**src/rtl/fir_serial_mac.sv**
```systemverilog
// fir_serial_mac: single-multiplier sequential FIR stage.
// A sample is shifted into a TAPS-deep delay line. The block then spends TAPS
// cycles accumulating c[k]*x[k] with one multiply per cycle. The finished sum
// is held in a registered output until the downstream side accepts it.
module fir_serial_mac #(
   parameter int DW   = 8,
   parameter int CW   = 8,
   parameter int TAPS = 8,
   parameter int AW   = DW + CW + $clog2(TAPS)
) (
   input  logic                      clk,
   input  logic                      rst,
   input  logic                      in_valid,
   output logic                      in_ready,
   input  logic signed [DW-1:0]      in_data,
   input  logic                      coef_we,
   input  logic [$clog2(TAPS)-1:0]   coef_addr,
   input  logic signed [CW-1:0]      coef_data,
   output logic                      out_valid,
   input  logic                      out_ready,
   output logic signed [AW-1:0]      out_data,
   output logic                      busy
);

   localparam int IW = $clog2(TAPS);
   localparam int PW = DW + CW;

   typedef enum logic [1:0] {S_IDLE, S_MAC, S_DONE} state_t;

   state_t                state_q;
   logic signed [DW-1:0]  x_q [TAPS];
   logic signed [CW-1:0]  c_q [TAPS];
   logic signed [AW-1:0]  acc_q;
   logic signed [AW-1:0]  acc_d;
   logic signed [AW-1:0]  out_data_q;
   logic [IW-1:0]         idx_q;
   logic                  out_valid_q;
   logic                  in_ready_q;
   logic                  busy_q;

   logic                  accept;
   logic                  coef_wr_en;
   logic signed [PW-1:0]  prod;

   // A sample is taken only while idle; coefficient writes are locked out
   // otherwise so a result in flight always sees one consistent coefficient set.
   assign accept     = (state_q == S_IDLE) && in_valid;
   assign coef_wr_en = (state_q == S_IDLE) && coef_we;

   // Full-precision signed product of the currently selected tap, sign-extended
   // into the accumulator width (AW is wide enough that no overflow can occur).
   assign prod  = x_q[idx_q] * c_q[idx_q];
   assign acc_d = acc_q + {{(AW-PW){prod[PW-1]}}, prod};

   // Delay line: shifts one position per accepted sample, holds otherwise.
   always_ff @(posedge clk or negedge rst) begin
      if (!rst) begin
         for (int k = 0; k < TAPS; k++) x_q[k] <= '0;
      end else if (accept) begin
         x_q[0] <= in_data;
         for (int k = 1; k < TAPS; k++) x_q[k] <= x_q[k-1];
      end
   end

   // Coefficient register file, written only while idle.
   always_ff @(posedge clk or negedge rst) begin
      if (!rst) begin
         for (int k = 0; k < TAPS; k++) c_q[k] <= '0;
      end else if (coef_wr_en) begin
         c_q[coef_addr] <= coef_data;
      end
   end

   // Control FSM with accumulator, tap index and registered handshake outputs.
   always_ff @(posedge clk or negedge rst) begin
      if (!rst) begin
         state_q     <= S_IDLE;
         acc_q       <= '0;
         idx_q       <= '0;
         out_data_q  <= '0;
         out_valid_q <= 1'b0;
         in_ready_q  <= 1'b1;
         busy_q      <= 1'b0;
      end else begin
         case (state_q)
            S_IDLE: begin
               if (in_valid) begin
                  acc_q      <= '0;
                  idx_q      <= '0;
                  in_ready_q <= 1'b0;
                  busy_q     <= 1'b1;
                  state_q    <= S_MAC;
               end
            end
            S_MAC: begin
               acc_q <= acc_d;
               idx_q <= idx_q + 1'b1;
               if (idx_q == IW'(TAPS - 1)) begin
                  out_data_q  <= acc_d;
                  out_valid_q <= 1'b1;
                  state_q     <= S_DONE;
               end
            end
            S_DONE: begin
               if (out_ready) begin
                  out_valid_q <= 1'b0;
                  in_ready_q  <= 1'b1;
                  busy_q      <= 1'b0;
                  state_q     <= S_IDLE;
               end
            end
            default: begin
               out_valid_q <= 1'b0;
               in_ready_q  <= 1'b1;
               busy_q      <= 1'b0;
               state_q     <= S_IDLE;
            end
         endcase
      end
   end

   assign in_ready  = in_ready_q;
   assign out_valid = out_valid_q;
   assign out_data  = out_data_q;
   assign busy      = busy_q;

endmodule

```
**config.mk**
```make
export PLATFORM = sky130hd
export DESIGN_NAME = fir_serial_mac
export DESIGN_NICKNAME = d
export VERILOG_FILES = /design/src/rtl/fir_serial_mac.sv
export SDC_FILE = /design/constraint.sdc
export NUM_CORES = 1
export LEC_CHECK = 0
export CORE_MARGIN = 2
export CORE_UTILIZATION = 31
export DETAILED_ROUTE_END_ITERATION = 10
export DONT_BUFFER_PORTS = 1
export MAX_ROUTING_LAYER = met4
export PLACE_DENSITY = 0.45
export RECOVER_POWER = 100
export SLEW_MARGIN = 0
export SYNTH_ARGS = -nofsm -noshare
export SYNTH_HDL_FRONTEND = slang
export SYNTH_SLANG_ARGS = --single-unit
```
**constraint.sdc**
```tcl
create_clock -name clk -period 12.3 [get_ports clk]
set_input_delay 2.46 -clock clk [delete_from_list [all_inputs] [get_ports clk]]
set_output_delay 2.46 -clock clk [all_outputs]
set_load 0.01 [all_outputs]
```
==> flow_summary.ini, run 1 <==
[worst_setup_path]
critPathMaxFanout = 34
required_ns = 12.58
cp-start-kind = flop
critical_path.endpoint_type = flop
rr_worst_depth = 27
worstSetupPathType = reg2reg
arrival_ns = 9.43

[yosys]
yosysTopAreaCell = dfrtp_1
synth_top_family_by_area = adder cells
mappedNetlistArea_um2 = 10700
yosys-top-cells-count = nand2_1 (235), dfrtp_1 (173), inv_1 (91)
syn-instance-count = 1025
yosys.area_share.simple_pct = 13.9
yosysSeqAreaShare_pct = 40.6
synth_compound_area_share_pct = 6.50
synth_area_leaders = dfrtp_1 (40%), fa_1 (10%), nand2_1 (8.2%)
ys_seq_elements = 174
syn_area_per_cell_um2 = 10.5
synth.distinct_cells = 52
synthAdderAreaFrac_pct = 16.3
synth.yosys.warnings = 0
yosysMostFrequentCell = nand2_1
yosysTopAreaCellShare_pct = 40.3
synth_ff_type = dfrtp_1
syn-num-nets = 1155
synth_xor_area_share_pct = 2.93
synthMuxAreaShare_pct = 15.2
synth_edf_count = 0
synthArstFlopShare_pct = 100

[cells_and_area]
fin_nets = 1144
finish.utilization_pct = 34.4
drive_gt1_share_pct = 15.1
final_cell_count_no_fill = 1480
n_antenna_cell = 0
area_delta_synth_final_pct = 9.89

[timing]
rsz0062_at_grt = no
drv_slew = 184
skew_ns = 0.0181
hold_violations = 0
setup-violations-final = 0
period_share_pct = 74.4
fmax_mhz = 109
fin_crit_ns = 9.15
max_slew_margin_pct = -153
worst_slew_pin_slew_ns = 3.80
tns_ns = 0

[detailed_routing]
vias_per_cell = 4.63
drtAntennaViolNets = 0
wl_um = 23500
num_vias = 6854
drcViolationCount = 0
drt_iter0_markers = 304
routedWlPerCell_um = 15.9
firstDrtPassIters = 4

[cts]
h-tree-depth = 4
post_cts_resize_count = 0
cts_setup_buffers = 0
cts.clk_slew.worst_paths_ns = 0.07
insertion_delay_ns = 0.46
clock_sinks = 174
numCtsBuffers = 17
cts_hold_buf = 0
cts_tree = built
clockBufferDepth = 2
root_buffer = clkbuf_16

[grt]
grt_pass1_vias = 7262
grt_max_degree = 175
globalRouteTotalUtil_pct = 14.6
grt_overflow = 0
grt_first_pass_wirelength_um = 39900
antenna_found_initial = 0

[placement]
port_buffers = 0
gp_congestion = 0.779
dpl.hpwl_um = 16000
dp.cells = 1450

[floorplan]
fp.dieW_um = 190
fp.coreArea_um2 = 34300
row_count = 68
io_pins = 46
die-area_um2 = 36100
start_util_pct = 31.3
die_height_um = 190

[status]
violations = max-capacitance violations, max-slew violations
status = finished, violations left

[hold_path]
min_path_cells = 2
worst_hold_path_type = reg2reg

[run]
maxCapViolCount = 3
-- cells by family (layout without fill, tap and decap cells) --
kind of cell,Yosys count,in the layout
fa+ha+maj,106,106
mux,115,115
simple gates,356,356
buf+inv,129,129
flops,174,174
xor+xnor,32,32
compound gates,113,113
-- final timing paths --
| check | end | slack, ns | start |
|---|---|---|---|
| max in group asynchronous | c_q[13] | 10.32 | rst |
| min reg2reg | x_q[3] | 0.47 | x_q[3] |
| max | out_data[18] | 3.15 | idx_q[1] |
| min in group asynchronous | acc_q[2] | 1.71 | rst |
| max reg2reg | out_data[18] | 3.15 | idx_q[1] |
| min | x_q[3] | 0.47 | x_q[3] |
-- final cells by class --
cell class | instances | area (um^2)
Clock buffer | 17 | 425
Clock inverter | 13 | 181
Fill cell | 3448 | 22500
Inverter | 91 | 342
Multi-Input combinational cell | 722 | 5880
Sequential cell | 174 | 4360
Tap cell | 455 | 569
Timing Repair Buffer | 8 | 41.3
-- per-layer routing --
metal  global-route usage, %  routed length [um]
met1                    19.3               11400
met2                    22.9               11200
met3                    2.79                 650
met4                    4.38                 323
met5                       -                   0
-- state kept, by name, indices dropped and copies added (netlist names) --
signal and flops:
out_data 19, c_q 64, acc_q 19, in_ready 1, state_q 2, busy 1, x_q 64, idx_q 3
out_valid 1
-- cells in the final DEF (no fill, tap or decap), types with 2 or more instances in the layout --
master,n
inv_1,91
clkbuf_16,17
o21ai_0,55
nor2_1,58
clkinvlp_4,2
bufinv_16,3
mux4_2,32
nor3_1,2
and2_1,2
inv_6,3
and3_1,4
a211oi_1,2
a21oi_1,21
buf_4,3
dfrtp_1,172
nand3_1,16
mux2i_1,17
ha_1,50
o21a_1,5
a21boi_0,2
o21bai_1,6
xnor2_1,17
or2_2,14
mux2_2,66
a31oi_1,3
clkbuf_1,5
inv_8,4
fa_1,56
a21o_1,7
nand2_1,235
nand2b_1,4
nor2b_1,11
xor2_1,13
-- through the flow --
step | hold WS, ns | setup WS (ns) | area [um^2]
CTS | 0.480 | 3.80 | 11800
global placement | 0.456 | 3.86 | 11200
finish | 0.475 | 3.15 | 11800
global route | 0.501 | 2.55 | 11800
floorplan | 0.441 | 5.12 | 10700
detailed placement | 0.462 | 3.82 | 11200
-- critical path, cell delays in order, from the launching register on --
cell      delay [ns]
dfrtp_1         0.32
clkbuf_1        1.56
mux4_2          0.45
mux2i_1         0.90
or2_2           0.26
fa_1            0.43
fa_1            0.56
inv_1           0.06
fa_1            0.53
inv_1           0.05
fa_1            0.52
inv_1           0.04
ha_1            0.33
nand3_1         0.09
o211ai_1        0.37
o21a_1          0.21
o21a_1          0.12
nor2_1          0.04
xnor2_1         0.22
ha_1            0.33
and4_1          0.29
and2_1          0.18
a22oi_1         0.24
nand4b_1        0.14
a31oi_1         0.23
xnor2_1         0.22
xnor2_1         0.15
o21ai_0         0.08
Power of run 1 is left out: the tool's default activity adds up to more than one toggle a clock period on the data nets, which glitch-free logic cannot reach.
==> run 2: changes to the inputs <==
PLACE_DENSITY = 0.46   (was 0.45)
clock period = 7.6 ns   (was 12.3 ns; I/O delays follow)
==> run 2 against run 1 <==
Net effect: the run still ends with max-capacitance violations, max-slew violations left; critical path depth grew 2; non-clock buffer count increased by 21; via count grew 2.1%; setup slack got worse by 2.7 ns; highest routed layer unchanged; die area is the same; register-to-register slack got worse by 2.7 ns; largest cell class unchanged; maximum frequency increased by 27%.
==> flow_summary.ini, run 2 (synthesis gave the netlist of run 1 again) <==
[cells_and_area]
drive_gt1_share_pct = 17.9
area_delta_synth_final_pct = 12.7
final_cell_mix = nand2_1 (235), dfrtp_1 (172), inv_1 (91), mux2_2 (66), nor2_1 (58)
final_cell_count_no_fill = 1503
fin_nets = 1165
final_common_cell = nand2_1
reg_top3 = c_q: 64 flops, x_q: 64 flops
n_antenna_cell = 0
finish.utilization_pct = 35.3

[floorplan]
die-area_um2 = 36100
die_height_um = 190
start_util_pct = 31.3
fp.coreArea_um2 = 34300
row_count = 68
io_pins = 46
fp.dieW_um = 190

[worst_setup_path]
cp-start-kind = flop
rr_endpoint = acc_q[18]
required_ns = 7.94
critPathMaxFanout = 13
crit_family = adder cells
arrival_ns = 7.51
rr_worst_depth = 29
r2r_start = idx_q[0]
cp_slowest_cell = mux4_2
crit_top_cell = ha_1
critical_path.endpoint_type = flop
rrSetupSlack_ns = 0.42
max_stage_delay_ns = 0.53
worstSetupPathType = reg2reg
path_buf_inv = 4

[hold_path]
worst_hold_path_type = reg2reg
min_path_cells = 2
hp-start = x_q[4]
min_to = x_q[4]

[placement]
port_buffers = 0
dp.cells = 1469
gp_congestion = 0.796
dpl.hpwl_um = 16400
dpl_worst_slack_ns = 0.209

[detailed_routing]
drt_iter0_markers = 337
wl_um = 23900
drtAntennaViolNets = 0
drcViolationCount = 0
num_vias = 6995
firstDrtPassIters = 4
vias_per_cell = 4.65
routedWlPerCell_um = 15.9

[cts]
cts.clk_slew.worst_paths_ns = 0.07
cts_hold_buf = 0
insertion_delay_ns = 0.46
clockBufferDepth = 2
cts_tree = built
numCtsBuffers = 17
h-tree-depth = 4
root_buffer = clkbuf_16
clock_sinks = 174

[grt]
top_usage_layer = met2
grt_max_degree = 175
grt_overflow = 0
globalRouteTotalUtil_pct = 14.7
use_met2_pct = 23.6
grt_util_met1_pct = 18.7
antenna_found_initial = 1
grt_first_pass_wirelength_um = 40100
grt_pass1_vias = 7371
met3_usage_pct = 3.15

[timing]
max_slew_margin_pct = -106
hold_ws_ns = 0.472
period_share_pct = 94.4
hold_violations = 0
fin_crit_ns = 7.18
worst_slack_ns = 0.423
fmax_mhz = 139
setup-violations-final = 0
drv_slew = 120
worst_slew_pin_slew_ns = 3.09
skew_ns = 0.0192

[run]
maxCapViolCount = 2

[status]
status = finished, violations left
violations = max-capacitance violations, max-slew violations
[run 2: changes by cell type in the layout (fill, tap and decap cells not counted), moves of 2 or more]
cell and delta:
mux2i_4 +2, mux2i_1 -8, buf_4 +18, clkinvlp_4 -2
clkinv_4 +2, buf_12 +4, inv_8 -3, mux2i_2 +6
[run 2: worst reg2reg max path, delay by kind of cell, from the launching register on]
kind,cells,cell delay [ns]
xor gates and xnor gates,2,0.34
muxes,2,0.86
AOI/OAI and AO/OA,11,2.01
DFF,1,0.47
and+or+nand+nor,3,0.35
buffers and inverters,4,0.52
adders and majority gates,7,2.51
[run 2: timing repair]
action | 4_1_cts | 5_1_grt
endpoints found under the hold margin | 0 | 0
resized for setup | 0 | 11
setup buffers | 0 | 1
endpoints found under the setup margin | 0 | 8
[run 2: layout make-up]
class                   instances  area, um^2
fillers                      3441       22200
multi-input cells             722        5940
flip-flops and latches        174        4360
well taps                     455         569
clock buffers                  19         433
inverters                      91         342
repair buffers                 29         282
clock inverters                13         180
[run 2: metrics by stage]
step,area [um^2],setup TNS (ns)
finish,12100,0
global route,12100,-0.0188
CTS,12000,0
detailed placement,11400,0
global placement,11400,0
floorplan,10700,0
[run 2: per-layer routing]
| layer | vias to the layer above | wire (um) |
|---|---|---|
| met4 | 0 | 306 |
| met5 | - | 0 |
| li1 | 3414 | - |
| met1 | 3486 | 11200 |
| met3 | 20 | 809 |
| met2 | 75 | 11500 |
[run 2: worst max-delay path by stage]
stage,depth (start not counted),from,endpoint,slack [ns]
finish,29,idx_q[0],acc_q[18],0.42
global route,27,idx_q[0],out_data[18],-0.01
CTS,28,idx_q[0],acc_q[18],0.18
detailed placement,28,idx_q[0],acc_q[18],0.21
global placement,28,idx_q[0],acc_q[18],0.30
floorplan,28,idx_q[0],acc_q[18],0.42
Power of run 2 is left out for the same reason.
==> run 3: changes to the inputs <==
CAP_MARGIN = 0   (was not set)
==> results of run 3 <==
The final DEF is identical to that of run 2; final timing and power are the same.
Power of run 3 is left out for the same reason.
